File: src/rtl/uart_tx_scheduler_if.sv
// Core-side (memory mapper device #1) and UART-side signals of the TX scheduler.
// Strobes (bus_write_request, uart_write_request) are single-cycle with no ready; flow control is by polling TX_ADDR bit 0, and all read data returns one cycle after its address.
interface uart_tx_scheduler_if;
  logic [31:0] bus_rw_address;
  logic [7:0]  bus_wdata;
  logic        bus_write_request;
  logic [31:0] bus_rdata;
  logic [31:0] uart_rw_address;
  logic [7:0]  uart_wdata;
  logic        uart_write_request;
  logic [31:0] uart_rdata;
  logic        tx_fifo_empty;

  modport slave (
    input  bus_rw_address, bus_wdata, bus_write_request, uart_rdata,
    output bus_rdata, uart_rw_address, uart_wdata, uart_write_request, tx_fifo_empty
  );

  modport master (
    output bus_rw_address, bus_wdata, bus_write_request, uart_rdata,
    input  bus_rdata, uart_rw_address, uart_wdata, uart_write_request, tx_fifo_empty
  );
endinterface

File: src/rtl/uart_tx_scheduler.sv
// Buffered UART transmit scheduler: core TX stores fill a FIFO, a drain FSM polls the UART and writes one byte per idle transmitter.
// Optional status register (overflow flag + count at STAT_ADDR) is built when UART_TX_SCHEDULER_STATUS_EN is defined.
module uart_tx_scheduler #(
  parameter int unsigned FIFO_DEPTH = 16,
  parameter logic [31:0] TX_ADDR    = 32'h0001_0000,
  parameter logic [31:0] RX_ADDR    = 32'h0001_0004,
  parameter logic [31:0] STAT_ADDR  = 32'h0001_0008
) (
  input  logic                          clock,
  input  logic                          reset,
  uart_tx_scheduler_if.slave            bus,
  output logic [2:0]                    dbg_state_o,
  output logic [$clog2(FIFO_DEPTH):0]   dbg_count_o
);

  localparam int unsigned PTR_W = $clog2(FIFO_DEPTH);
  localparam int unsigned CNT_W = PTR_W + 1;

  typedef enum logic [2:0] {
    S_IDLE  = 3'd0,
    S_POLL  = 3'd1,
    S_CHECK = 3'd2,
    S_SEND  = 3'd3,
    S_GUARD = 3'd4
  } state_e;

  state_e             state_q, state_d;
  logic [PTR_W-1:0]   wr_ptr_q, wr_ptr_d;
  logic [PTR_W-1:0]   rd_ptr_q, rd_ptr_d;
  logic [CNT_W-1:0]   count_q, count_d;
  logic [7:0]         mem_q [FIFO_DEPTH];

  logic               core_owns;
  logic               push_req;
  logic               full;
  logic               pop;
  logic               push_ok;

  logic [31:0]        uart_addr;
  logic [7:0]         uart_data;
  logic               uart_wr;

  logic [31:0]        stat_word;
  logic [31:0]        rd_word_d, rd_word_q;
  logic               rx_sel_q;

  assign core_owns = (bus.bus_rw_address == RX_ADDR);
  assign push_req  = bus.bus_write_request && (bus.bus_rw_address == TX_ADDR);
  assign full      = (count_q == CNT_W'(FIFO_DEPTH));
  assign pop       = (state_q == S_SEND) && !core_owns;
  // A pop frees the head slot on the same edge, so a push into a full FIFO is still accepted.
  assign push_ok   = push_req && (!full || pop);

  // ---------------- FIFO bookkeeping ----------------
  always_comb begin
    wr_ptr_d = wr_ptr_q;
    rd_ptr_d = rd_ptr_q;
    count_d  = count_q;
    if (push_ok) wr_ptr_d = wr_ptr_q + PTR_W'(1);
    if (pop)     rd_ptr_d = rd_ptr_q + PTR_W'(1);
    case ({push_ok, pop})
      2'b10:   count_d = count_q + CNT_W'(1);
      2'b01:   count_d = count_q - CNT_W'(1);
      default: count_d = count_q;
    endcase
  end

  always_ff @(posedge clock) begin
    if (reset) begin
      wr_ptr_q <= '0;
      rd_ptr_q <= '0;
      count_q  <= '0;
    end else begin
      wr_ptr_q <= wr_ptr_d;
      rd_ptr_q <= rd_ptr_d;
      count_q  <= count_d;
    end
  end

  always_ff @(posedge clock) begin
    if (push_ok) mem_q[wr_ptr_q] <= bus.bus_wdata;
  end

  // ---------------- Drain FSM ----------------
  always_ff @(posedge clock) begin
    if (reset) state_q <= S_IDLE;
    else       state_q <= state_d;
  end

  always_comb begin
    state_d = state_q;
    case (state_q)
      S_IDLE:  if (!core_owns && (count_q != '0)) state_d = S_POLL;
      S_POLL:  if (!core_owns) state_d = S_CHECK;
      // The status bit was captured from the previous POLL cycle, so a core RX access now cannot corrupt it.
      S_CHECK: state_d = bus.uart_rdata[0] ? S_SEND : S_POLL;
      S_SEND:  if (!core_owns) state_d = S_GUARD;
      S_GUARD: if (!core_owns) state_d = S_IDLE;
      default: state_d = S_IDLE;
    endcase
  end

  always_comb begin
    uart_addr = '0;
    uart_data = '0;
    uart_wr   = 1'b0;
    if (core_owns) begin
      uart_addr = RX_ADDR;
    end else if (state_q == S_POLL) begin
      uart_addr = TX_ADDR;
    end else if (state_q == S_SEND) begin
      uart_addr = TX_ADDR;
      uart_data = mem_q[rd_ptr_q];
      uart_wr   = 1'b1;
    end
  end

  assign bus.uart_rw_address    = uart_addr;
  assign bus.uart_wdata         = uart_data;
  assign bus.uart_write_request = uart_wr;
  assign bus.tx_fifo_empty      = (count_q == '0);

  // ---------------- Optional status register ----------------
`ifdef UART_TX_SCHEDULER_STATUS_EN
  logic       ovf_q, ovf_d;
  logic       stat_wr;
  logic [7:0] cnt8;

  assign stat_wr = bus.bus_write_request && (bus.bus_rw_address == STAT_ADDR);
  assign cnt8    = 8'(count_q);

  // A drop in the same cycle as a clearing write wins, so no overflow is ever lost.
  always_comb begin
    ovf_d = ovf_q;
    if (stat_wr) ovf_d = 1'b0;
    if (push_req && !push_ok) ovf_d = 1'b1;
  end

  always_ff @(posedge clock) begin
    if (reset) ovf_q <= 1'b0;
    else       ovf_q <= ovf_d;
  end

  assign stat_word = {ovf_q, 23'b0, cnt8};
`else
  assign stat_word = '0;
`endif

  // ---------------- Core read path ----------------
  always_comb begin
    rd_word_d = '0;
    if (bus.bus_rw_address == TX_ADDR)        rd_word_d = {31'b0, !full};
    else if (bus.bus_rw_address == STAT_ADDR) rd_word_d = stat_word;
  end

  always_ff @(posedge clock) begin
    if (reset) begin
      rd_word_q <= '0;
      rx_sel_q  <= 1'b0;
    end else begin
      rd_word_q <= rd_word_d;
      rx_sel_q  <= core_owns;
    end
  end

  // UART read data is already registered, so RX only needs the delayed select.
  assign bus.bus_rdata = rx_sel_q ? bus.uart_rdata : rd_word_q;

  assign dbg_state_o = state_q;
  assign dbg_count_o = count_q;

endmodule

File: src/flat_wrapper.sv
// flat-port wrapper written by rule: the top's interface ports become plain ports
module uart_tx_scheduler_flat 
#(
  parameter int unsigned FIFO_DEPTH = 16,
  parameter logic [31:0] TX_ADDR    = 32'h0001_0000,
  parameter logic [31:0] RX_ADDR    = 32'h0001_0004,
  parameter logic [31:0] STAT_ADDR  = 32'h0001_0008
)
  (clock, reset, dbg_state_o, dbg_count_o, bus_bus_rw_address, bus_bus_wdata, bus_bus_write_request, bus_uart_rdata, bus_bus_rdata, bus_uart_rw_address, bus_uart_wdata, bus_uart_write_request, bus_tx_fifo_empty);
  uart_tx_scheduler_if bus_i ();
  input  logic clock;
  input  logic reset;
  output logic [2:0] dbg_state_o;
  output logic [$clog2(FIFO_DEPTH):0] dbg_count_o;
  input wire logic [$bits(bus_i.bus_rw_address)-1:0] bus_bus_rw_address;
  input wire logic [$bits(bus_i.bus_wdata)-1:0] bus_bus_wdata;
  input wire logic [$bits(bus_i.bus_write_request)-1:0] bus_bus_write_request;
  input wire logic [$bits(bus_i.uart_rdata)-1:0] bus_uart_rdata;
  output wire logic [$bits(bus_i.bus_rdata)-1:0] bus_bus_rdata;
  output wire logic [$bits(bus_i.uart_rw_address)-1:0] bus_uart_rw_address;
  output wire logic [$bits(bus_i.uart_wdata)-1:0] bus_uart_wdata;
  output wire logic [$bits(bus_i.uart_write_request)-1:0] bus_uart_write_request;
  output wire logic [$bits(bus_i.tx_fifo_empty)-1:0] bus_tx_fifo_empty;
  assign bus_i.bus_rw_address = bus_bus_rw_address;
  assign bus_i.bus_wdata = bus_bus_wdata;
  assign bus_i.bus_write_request = bus_bus_write_request;
  assign bus_i.uart_rdata = bus_uart_rdata;
  assign bus_bus_rdata = bus_i.bus_rdata;
  assign bus_uart_rw_address = bus_i.uart_rw_address;
  assign bus_uart_wdata = bus_i.uart_wdata;
  assign bus_uart_write_request = bus_i.uart_write_request;
  assign bus_tx_fifo_empty = bus_i.tx_fifo_empty;
  uart_tx_scheduler #(.FIFO_DEPTH(FIFO_DEPTH), .TX_ADDR(TX_ADDR), .RX_ADDR(RX_ADDR), .STAT_ADDR(STAT_ADDR)) u_core (.clock(clock), .reset(reset), .bus(bus_i), .dbg_state_o(dbg_state_o), .dbg_count_o(dbg_count_o));
endmodule
File: config.mk
export PLATFORM = sky130hd
export DESIGN_NAME = uart_tx_scheduler_flat
export DESIGN_NICKNAME = d
export VERILOG_FILES = /design/src/rtl/uart_tx_scheduler_if.sv /design/src/rtl/uart_tx_scheduler.sv /design/src/flat_wrapper.sv
export SDC_FILE = /design/constraint.sdc
export NUM_CORES = 1
export LEC_CHECK = 0
export CORE_ASPECT_RATIO = 0.8
export CORE_MARGIN = 4
export CORE_UTILIZATION = 30
export DETAILED_ROUTE_END_ITERATION = 8
export SETUP_SLACK_MARGIN = 0.02
export SLEW_MARGIN = 20
export SYNTH_ARGS = -nofsm -noshare
export SYNTH_HDL_FRONTEND = slang
export SYNTH_SLANG_ARGS = --single-unit
File: constraint.sdc
create_clock -name clock -period 7.3 [get_ports clock]
set_input_delay 0.73 -clock clock [delete_from_list [all_inputs] [get_ports clock]]
set_output_delay 0.73 -clock clock [all_outputs]
set_load 0.02 [all_outputs]
After elaboration in Yosys (flattened, before gate mapping)
Memory sizes are Yosys's and may differ from the RTL's. A register that Yosys moved wholly into a read port is not among the register bits.
Index checks and enable logic that the tools add are counted.
{ "op_classes": {"add_sub_neg": 4, "eq_ne": 13, "n_mux": 21, "bitwise_logic": 1, "reduce_logical": 13} }
{ "ops": {"columns": ["operator", "n"], "rows": [
  ["32-bit 2-to-1 mux", 3],
  ["32-bit by 17-bit == test with 1-bit output (second input constant)", 2],
  ["8-bit 2-to-1 mux", 3],
  ["17-bit 2-to-1 mux", 1],
  ["3-bit case mux with 5 select lines", 1],
  ["3-bit 2-to-1 mux", 4],
  ["5-bit case mux with 2 select lines", 1],
  ["4-bit by 1-bit adder with 4-bit output (second input constant)", 2],
  ["4-bit 2-to-1 mux", 2],
  ["3-bit by 2-bit == test with 1-bit output (second input constant)", 2],
  ["2-bit != test (second input constant)", 3],
  ["5-bit by 1-bit adder with 5-bit output (second input constant)", 1],
  ["5-bit == test (second input constant)", 1],
  ["5-bit logical NOT", 1],
  ["1-bit 2-to-1 mux", 5],
  ["5-bit nonzero test", 1],
  ["5-bit by 1-bit subtractor with 5-bit output (second input constant)", 1],
  ["1-bit logical AND", 4],
  ["4-bit AND reduction", 1],
  ["3-bit by 1-bit == test with 1-bit output (second input constant)", 1],
  ["3-bit == test (second input constant)", 1],
  ["3-bit logical NOT", 1],
  ["2-bit by 1-bit == test with 1-bit output (second input constant)", 1],
  ["2-bit == test (second input constant)", 1],
  ["other kinds (7)", 8]
]} }
{ "word_totals": {"ff_bits": 49, "ram_bits": 128, "in_bits": 75, "output_inout_bits": 82, "word_cells": 60, "memories": 1} }
{ "memory_table": {"columns": ["name", "depth", "word_bits", "rd", "rd_clocked_by_memory_dff", "wr", "line", "source"], "rows": [
  ["u_core.mem_q", 16, 8, 1, 1, 1, "uart_tx_scheduler.sv:31", "logic [7:0] mem_q [FIFO_DEPTH];"]
]} }

Longest topological paths before layout
Gate-level depths: netlist of the first run.
{ "logic_depth": {"word_depth": 7, "depth_mapped": 10, "mapped_depth_nobuf": 10} }

Worst setup path before layout of the first run
No wires, ideal clock.
{ "synth_path": {"kind": "input to register", "start": "input port bus_bus_rw_address[18]", "end": "register u_core.count_q[4], in the netlist u_core.dbg_count_o[4]", "setup_time_ps": 123, "arrival_ps": 2810, "required_time_ps": 7177, "setup_slack_ps": 4367, "stages": 10, "path_buffers": 0, "path_cell_list": "nor4_2 > nand4_2 > nor3_1 > nor2_1 > fa_1 > a21o_1 > a21oi_1 > o311ai_0 > o21ai_1 > mux2_1"} }
{ "synth_via": {"elab_chain_cells": 7, "elab_cells_between_ends": 11, "cone_classes": "eq/ne (4); mux (1); reduce/logical (6)"} }
{ "synth_lines": {"columns": ["item", "line", "source"], "rows": [
  ["start: declaration", "flat_wrapper.sv:15", "input wire logic [$bits(bus_i.bus_rw_address)-1:0] bus_bus_rw_address;"],
  ["32-bit by 17-bit == test with 1-bit output", "uart_tx_scheduler.sv:47", "assign core_owns = (bus.bus_rw_address == RX_ADDR);"],
  ["1-bit logical NOT", "uart_tx_scheduler.sv:50", "assign pop = (state_q == S_SEND) && !core_owns;"],
  ["1-bit logical AND", "uart_tx_scheduler.sv:50", null],
  ["1-bit logical OR", "uart_tx_scheduler.sv:52", "assign push_ok = push_req && (!full || pop);"],
  ["1-bit logical AND", "uart_tx_scheduler.sv:52", null],
  ["2-bit by 1-bit == test with 1-bit output / 2-bit == test (equally long branches)", "uart_tx_scheduler.sv:61", "case ({push_ok, pop})"],
  ["5-bit case mux with 2 select lines / 2-bit nonzero test (equally long branches)", null, null],
  ["end signal: assignment", "uart_tx_scheduler.sv:76", "count_q <= count_d;"],
  ["end: declaration", "uart_tx_scheduler.sv:30", "logic [CNT_W-1:0] count_q, count_d;"]
]} }
Several ways; a longest one is shown, not always the timed one.
A chain may end at the register's enable or synchronous reset.

==> impl_metrics.env, run 1 <==
export IMPL_drt_iter0_drc=275
export IMPL_initial_core_util=0.3074
export IMPL_grt_ovfl_total=0
export IMPL_rsz0062_at_grt="no"
export IMPL_ys_types=51
export IMPL_crit_path_end_kind="output port"
export IMPL_seq_area_um2=4287
export IMPL_postCtsSetupRepairBufs=0
export IMPL_cts_buffers=17
export IMPL_grt_met2_usage=0.2028
export IMPL_ys_warn_count=0
export IMPL_area_delta_synth_final_pct=31.32
export IMPL_worst_pin_slew_ns=1.161
export IMPL_skew_ns=0.008153
export IMPL_cts_sinks=150
export IMPL_grt_pass1_vias=3952
export IMPL_dieArea_um2=24680
export IMPL_fin_crit_ns=3.872
export IMPL_clockBufferDepth=2
export IMPL_io_buffers=126
export IMPL_worst_slack_ns=3.428
export IMPL_cts_root_buf="clkbuf_16"
export IMPL_netlist_area_um2=6664
export IMPL_max_slew_margin=0.2228
export IMPL_dp_hpwl_um=10610
export IMPL_crit_path_max_fanout=32
export IMPL_fmaxAchievable_ghz=0.2583
export IMPL_grtUsageMet1=0.1674
export IMPL_track_usage=0.1246
export IMPL_path_class="flop to output port"
export IMPL_synthArstFlopShare=0
export IMPL_cts_hold_buf=0
export IMPL_min_from="u_core.dbg_count_o[3]"
export IMPL_cp_start_kind="flop"
export IMPL_drive_gt1_frac=0.1706
export IMPL_dieHeight_um=141.3
export IMPL_synth_seq_cells=150
export IMPL_postRouteWirelength_um=15500
export IMPL_path_clk_slew_ns=0.06
export IMPL_ys_flop_type="edfxtp_1"
export IMPL_cap_viol_max_count=0
export IMPL_drt_wirelength_per_cell_um=18.35
export IMPL_final_hold_violation_count=0
export IMPL_place_gp_congestion=0.7269
export IMPL_top_usage_layer="met2"
export IMPL_firstDrtPassIters=5
export IMPL_outcome="finished, final reports clean"
export IMPL_drc=0
export IMPL_r2r_start="u_core.dbg_state_o[1]"
export IMPL_final_common_cell="edfxtp_1"
export IMPL_p_per_area_nw_per_um2=217.1
export IMPL_clkLatencyLatePin_ns=0.41
export IMPL_rows=48
export IMPL_final_max_slew_violation_count=0
export IMPL_finalSetupTns_ns=0
export IMPL_setup_viol=0
export IMPL_mostFrequentLayoutCells="edfxtp_1, clkdlybuf4s50_1, mux4_2, and2_1, conb_1"
export IMPL_critPathRequiredTime_ns=6.57
export IMPL_ir_drop_mv=0.2011
export IMPL_dpl_worst_slack_ns=3.551
export IMPL_ys_seq_area_frac=0.6429
export IMPL_hold_path_class="flop to flop"
export IMPL_grt_pass1_wl_um=23140
export IMPL_drtAntennaViolNets=0
export IMPL_fill_cells=1964
export IMPL_core_um2=21680
export IMPL_vias=3813
export IMPL_num_antenna_cells=0
export IMPL_io_pins=157
export IMPL_ctsResizeCount=0
export IMPL_routed_via_density=4.512
export IMPL_layout_nets=617
export IMPL_p_leak_nw=2.882
export IMPL_antenna_found_initial=0
export IMPL_cp_arrival_ns=3.14
export IMPL_syn_inst=406
export IMPL_syn_avg_cell_area_um2=16.41
export IMPL_multiInputGateArea_um2=2166
export IMPL_cts_tree="built"
export IMPL_die_w_um=174.6
export IMPL_post_route_period_util=0.5304
export IMPL_htree_levels=4
export IMPL_grt_max_degree=33
export IMPL_grtUsageMet3=0.04262
export IMPL_synth_edff_count=128
cells in the mapped netlist (all sizes together) (8+ instances only):
| cell type | n | share of area |
|---|---|---|
| clkbuf | 10 | 0.0056 |
| buf | 39 | 0.041 |
| nor2b | 9 | 0.0084 |
| dfxtp | 22 | 0.066 |
| edfxtp | 128 | 0.58 |
| ha | 8 | 0.015 |
| inv | 10 | 0.0056 |
| and2 | 31 | 0.029 |
| nand2 | 11 | 0.0062 |
| mux4 | 40 | 0.14 |
| nor2 | 28 | 0.016 |
per-stage QoR:
stage                     hold WS (ns)    util  instance area (um2)  power (mW)  cells
final                           0.5025  0.4036                 8751       1.899    845
after global routing            0.5305  0.4036                 8751       1.960    845
after CTS                       0.5096  0.4035                 8748       1.916    845
after detailed placement        0.5032  0.3754                 8139       1.020    814
after global placement          0.4767  0.3754                 8139       1.017    814
after floorplan                 0.4591       -                 6773      0.9787    435
path summary, 6_finish.rpt:
path	to	slack, ns	cells past startpoint
setup / recovery	bus_uart_wdata[1]	3.43	5
hold / removal	u_core.dbg_count_o[3]	0.50	2
setup reg to reg	u_core.mem_q[14][7]	4.58	5
hold reg to reg	u_core.dbg_count_o[3]	0.50	2
power breakdown:
group,leakage [nW],internal [mW],switching [mW],total (mW)
Clock,0.284,0.567,0.331,0.898
Sequential,1.33,0.929,0.0000984,0.929
Combinational,1.27,0.0373,0.0359,0.0731
sequential cells by signal, indices dropped and copies added (netlist names), named ones only:
name / cells
u_core.wr_ptr_q: 4
u_core.rd_ptr_q: 4
u_core.rx_sel_q: 1
u_core.dbg_count_o: 5
u_core.rd_word_q: 1
u_core.dbg_state_o: 3
u_core.mem_q: 128
critical path, stage by stage, from the launching register on:
cell and delay [ns]:
dfxtp_2 0.31, buf_4 0.55, mux4_2 0.63, mux4_2 0.53
nor2b_1 0.16, clkdlybuf4s50_1 0.54
kinds of logic after synthesis:
logic type / count (synthesis) / synth area share
flip-flops: 150 / 0.6429
AND/OR/NAND/NOR: 110 / 0.1057
buffers and inverters: 59 / 0.05182
multiplexers: 48 / 0.1478
AO/OA/AOI/OAI: 23 / 0.02535
adder cells (fa/ha/maj): 9 / 0.01803
XOR/XNOR: 6 / 0.007887
other: 1 / 0.0005627
metal layers:
metal | routed length (um) | share of wire | vias up
met1 | 6681 | 0.43 | 1909
li1 | - | - | 1750
met3 | 1014 | 0.065 | 6
met2 | 7755 | 0.50 | 148
met5 | 0 | 0 | -
met4 | 51 | 0.0033 | 0
layout make-up:
type	instances	area share
Sequential cell	150	0.4898
Multi-Input combinational cell	226	0.2475
Timing Repair Buffer	128	0.1458
Clock buffer	17	0.04861
Tap cell	300	0.04289
Clock inverter	14	0.02102
Inverter	10	0.004289
No activity file was read; power rests on OpenSTA's default activity.
==> run 2, diff against run 1 <==
==> constraint.sdc (replaced) <==
create_clock -name clock -period 4 [get_ports clock]
set_input_delay 0.4 -clock clock [delete_from_list [all_inputs] [get_ports clock]]
set_output_delay 0.4 -clock clock [all_outputs]
set_load 0.02 [all_outputs]
==> impl_metrics.env, run 2 (same netlist as run 1, synthesis figures left out) <==
export IMPL_postCtsSetupRepairBufs=0
export IMPL_dp_hpwl_um=11070
export IMPL_grt_max_degree=33
export IMPL_design_area_um2=8871
export IMPL_cts_hold_buf=0
export IMPL_cap_viol_max_count=0
export IMPL_cts_tree="built"
export IMPL_holdPathStages=2
export IMPL_initial_core_util=0.3074
export IMPL_p_per_area_nw_per_um2=386.1
export IMPL_clkLatencyLatePin_ns=0.42
export IMPL_cp_arrival_ns=3.05
export IMPL_largest_reg_flops=128
export IMPL_post_route_period_util=0.8634
export IMPL_antenna_found_initial=0
export IMPL_hold_slack_ns=0.5113
export IMPL_grt_ovfl_total=0
export IMPL_timing_rr_end="u_core.mem_q[15][0]"
export IMPL_io_pins=157
export IMPL_dieArea_um2=24680
export IMPL_crit_path_max_fanout=12
export IMPL_drtAntennaViolNets=0
export IMPL_worst_pin_slew_ns=0.7333
export IMPL_fmaxAchievable_ghz=0.2895
export IMPL_min_from="u_core.dbg_count_o[2]"
export IMPL_r2r_start="u_core.dbg_state_o[1]"
export IMPL_crit_path_end_kind="output port"
export IMPL_timing_reg2reg_setup_slack_ns=1.47
export IMPL_ir_drop_mv=0.3714
export IMPL_die_w_um=174.6
export IMPL_p_total_mw=3.425
export IMPL_skew_ns=0.007622
export IMPL_core_um2=21680
export IMPL_area_delta_synth_final_pct=33.12
export IMPL_hold_path_end="u_core.dbg_count_o[2]"
export IMPL_dpl_cell_count=834
export IMPL_placed_cell_area_um2=8280
export IMPL_drt_wirelength_per_cell_um=18.06
export IMPL_mostFrequentLayoutCells="edfxtp_1, clkdlybuf4s50_1, mux4_2, and2_1, conb_1"
export IMPL_hold_path_class="flop to flop"
export IMPL_cts_buffers=17
export IMPL_fin_crit_ns=3.454
export IMPL_rsz0062_at_grt="no"
export IMPL_cts_sinks=150
export IMPL_rows=48
export IMPL_max_slew_margin=0.5104
export IMPL_fin_util=0.4092
export IMPL_drive_gt1_frac=0.1844
export IMPL_final_max_slew_violation_count=0
export IMPL_firstDrtPassIters=4
export IMPL_drc=0
export IMPL_ctsResizeCount=0
export IMPL_stdcell_count=864
export IMPL_outcome="finished, final reports clean"
export IMPL_place_gp_congestion=0.7498
export IMPL_grt_pass1_wl_um=23400
export IMPL_routed_via_density=4.422
export IMPL_worst_slack_ns=0.5463
export IMPL_drt_iter0_drc=288
export IMPL_cp_start_kind="flop"
export IMPL_regMostFlops="u_core.mem_q"
export IMPL_finalSetupTns_ns=0
export IMPL_grt_pass1_vias=4044
export IMPL_ff2ff_path_depth=5
export IMPL_io_buffers=126
export IMPL_dpl_worst_slack_ns=0.6546
export IMPL_cts_root_buf="clkbuf_16"
export IMPL_final_common_cell="edfxtp_1"
export IMPL_final_hold_violation_count=0
export IMPL_path_clk_slew_ns=0.06
export IMPL_vias=3821
export IMPL_htree_levels=4
export IMPL_setup_viol=0
export IMPL_path_class="flop to output port"
export IMPL_dieHeight_um=141.3
export IMPL_postRouteWirelength_um=15600
export IMPL_p_leak_nw=2.975
export IMPL_critPathRequiredTime_ns=3.60
export IMPL_layout_nets=637
export IMPL_track_usage=0.1269
export IMPL_num_antenna_cells=0
export IMPL_clockBufferDepth=2
## run 2: cell types whose count changed in the layout (fill, tap and decap cells not counted), sizes merged
cell / change
buf: +20
clkbuf: +1
clkinv: +2
clkinvlp: -3
inv: -1
## run 2: per-layer routing
| metal | wire length, um | track usage |
|---|---|---|
| met1 | 6532 | 0.1668 |
| met2 | 7799 | 0.2116 |
| met3 | 1223 | 0.03676 |
| met4 | 44 | 0.02727 |
| met5 | 0 | 0 |
## run 2: worst max path at each step
stage | start | endpoint | slack [ns] | cells past startpoint
floorplan | bus_bus_rw_address[18] | u_core.dbg_count_o[4] | 1.40 | 10
global placement | bus_bus_rw_address[18] | u_core.dbg_count_o[4] | 0.73 | 11
detailed placement | bus_bus_rw_address[18] | u_core.dbg_count_o[4] | 0.65 | 11
CTS | flop | bus_uart_wdata[2] | 0.45 | 5
global route | flop | bus_uart_wdata[2] | 0.36 | 5
finish | flop | bus_uart_wdata[2] | 0.55 | 5
## run 2: power breakdown
group | switching [mW] | internal [mW]
clock | 0.571 | 1.02
combinational | 0.0659 | 0.0680
sequential | 0.000194 | 1.70
total | 0.637 | 2.79
## run 2: area by class of cell
| type | count | area, um2 |
|---|---|---|
| Multi-Input combinational cell | 226 | 2143 |
| Clock inverter | 12 | 161.4 |
| Timing Repair Buffer | 148 | 1439 |
| Tap cell | 300 | 375.4 |
| Inverter | 10 | 37.54 |
| Clock buffer | 18 | 429.2 |
| Fill cell | 1943 | 12810 |
| Sequential cell | 150 | 4285 |
## run 2: worst max-delay path, stage by stage, from the launching register on
cell	delay, ns
dfxtp_2	0.64
buf_4	0.28
mux4_2	0.51
mux4_2	0.49
nor2b_1	0.16
clkdlybuf4s50_1	0.54
==> run 3, diff against run 2 <==
--- a/config.mk
+++ b/config.mk
@@ -5,10 +5,13 @@
 export SDC_FILE = /design/constraint.sdc
 export NUM_CORES = 1
 export LEC_CHECK = 0
+export CELL_PAD_IN_SITES_DETAIL_PLACEMENT = 1
+export CELL_PAD_IN_SITES_GLOBAL_PLACEMENT = 2
 export CORE_ASPECT_RATIO = 0.8
 export CORE_MARGIN = 4
 export CORE_UTILIZATION = 30
 export DETAILED_ROUTE_END_ITERATION = 8
+export PLACE_DENSITY_LB_ADDON = 0.1
 export SETUP_SLACK_MARGIN = 0.02
 export SLEW_MARGIN = 20
 export SYNTH_ARGS = -nofsm -noshare
==> impl_metrics.env, run 3 (same netlist as run 1, synthesis figures left out) <==
export IMPL_outcome="finished, final reports clean"
export IMPL_vias=3869
export IMPL_io_pins=157
export IMPL_path_clk_slew_ns=0.06
export IMPL_cp_arrival_ns=2.85
export IMPL_max_slew_margin=0.4343
export IMPL_core_um2=21680
export IMPL_final_hold_violation_count=0
export IMPL_dieHeight_um=141.3
export IMPL_postCtsSetupRepairBufs=0
export IMPL_critPathRequiredTime_ns=3.60
export IMPL_fin_crit_ns=3.249
export IMPL_p_per_area_nw_per_um2=380.0
export IMPL_min_from="u_core.rd_ptr_q[3]"
export IMPL_r2r_start="u_core.dbg_state_o[0]"
export IMPL_clkLatencyLatePin_ns=0.41
export IMPL_ir_drop_mv=0.2650
export IMPL_dpl_worst_slack_ns=0.5681
export IMPL_fill_cells=2210
export IMPL_finalSetupTns_ns=0
export IMPL_grt_ovfl_total=0
export IMPL_ctsResizeCount=0
export IMPL_largest_reg_flops=128
export IMPL_drt_iter0_drc=276
export IMPL_regMostFlops="u_core.mem_q"
export IMPL_fmaxAchievable_ghz=0.3078
export IMPL_skew_ns=0.004156
export IMPL_cts_root_buf="clkbuf_16"
export IMPL_final_max_slew_violation_count=0
export IMPL_dp_hpwl_um=11680
export IMPL_fin_util=0.4068
export IMPL_postRouteWirelength_um=16290
export IMPL_crit_path_end_kind="output port"
export IMPL_track_usage=0.1357
export IMPL_htree_levels=4
export IMPL_place_gp_congestion=0.6921
export IMPL_grt_max_degree=33
export IMPL_setup_viol=0
export IMPL_drc=0
export IMPL_cts_sinks=150
export IMPL_cts_hold_buf=0
export IMPL_p_total_mw=3.351
export IMPL_final_common_cell="edfxtp_1"
export IMPL_drive_gt1_frac=0.1833
export IMPL_cts_tree="built"
export IMPL_grt_pass1_wl_um=24890
export IMPL_clockBufferDepth=2
export IMPL_p_leak_nw=2.934
export IMPL_initial_core_util=0.3074
export IMPL_rsz0062_at_grt="no"
export IMPL_antenna_found_initial=1
export IMPL_drtAntennaViolNets=0
export IMPL_crit_path_max_fanout=32
export IMPL_mostFrequentLayoutCells="edfxtp_1, clkdlybuf4s50_1, mux4_2, and2_1, conb_1"
export IMPL_worst_slack_ns=0.7507
export IMPL_cts_buffers=17
export IMPL_routed_via_density=4.488
export IMPL_drt_wirelength_per_cell_um=18.90
export IMPL_firstDrtPassIters=4
export IMPL_num_antenna_cells=0
export IMPL_layout_nets=634
export IMPL_hold_path_class="flop to flop"
export IMPL_dieArea_um2=24680
export IMPL_io_buffers=126
export IMPL_cap_viol_max_count=0
export IMPL_grt_pass1_vias=4170
export IMPL_area_delta_synth_final_pct=32.35
export IMPL_worst_pin_slew_ns=0.8475
export IMPL_cp_start_kind="flop"
export IMPL_path_class="flop to output port"
export IMPL_die_w_um=174.6
export IMPL_post_route_period_util=0.8123
export IMPL_rows=48
## run 3: cell types whose count changed in the layout (fill, tap and decap cells not counted)
cell        delta
bufinv_16      -2
inv_6          +1
clkinv_2       -1
buf_4          -3
clkinvlp_4     +3
clkinv_4       +1
clkinv_1       -1
## run 3: final timing paths
path | endpoint | slack [ns] | cells after the start
worst min-delay path | u_core.rd_ptr_q[3] | 0.50 | 2
worst max register to register | u_core.dbg_count_o[4] | 1.56 | 8
worst max-delay path | bus_uart_wdata[5] | 0.75 | 5
worst min register to register | u_core.rd_ptr_q[3] | 0.50 | 2
## run 3: power by group
part	leakage [nW]	total, mW	internal (mW)	switching (mW)
Sequential	1.33	1.70	1.69	0.000210
Clock	0.261	1.52	0.910	0.611
Combinational	1.35	0.136	0.0680	0.0681
## run 3: stage by stage
stage                     area, um2  instances  hold slack, ns
after floorplan                6773        435          0.4591
after global placement         8258        831          0.4747
after detailed placement       8258        831          0.4916
after CTS                      8820        862          0.5023
after global routing           8820        862          0.5498
final                          8820        862          0.4967
## run 3: routing by layer
metal | wire length (um) | vias up | share of wire | GRT usage
li1 | - | 1781 | - | -
met1 | 7350 | 1964 | 0.45 | 0.1891
met2 | 7790 | 114 | 0.48 | 0.2134
met3 | 1004 | 10 | 0.062 | 0.03596
met4 | 148 | 0 | 0.0091 | 0.03512
met5 | 0 | - | 0 | 0
## run 3: final cells by class
class | count | area, um2 | area share
Sequential cell | 150 | 4285 | 0.4859
Multi-Input combinational cell | 226 | 2143 | 0.2430
Timing Repair Buffer | 145 | 1416 | 0.1606
Clock buffer | 18 | 429.2 | 0.04866
Tap cell | 300 | 375.4 | 0.04256
Clock inverter | 13 | 132.6 | 0.01504
Inverter | 10 | 37.54 | 0.004256
## run 3: worst max-delay path: stages, from the launching register on
cell and delay [ns]:
dfxtp_2 0.34, buf_12 0.26, mux4_2 0.60, mux4_2 0.51, nor2b_1 0.15, clkdlybuf4s50_1 0.54
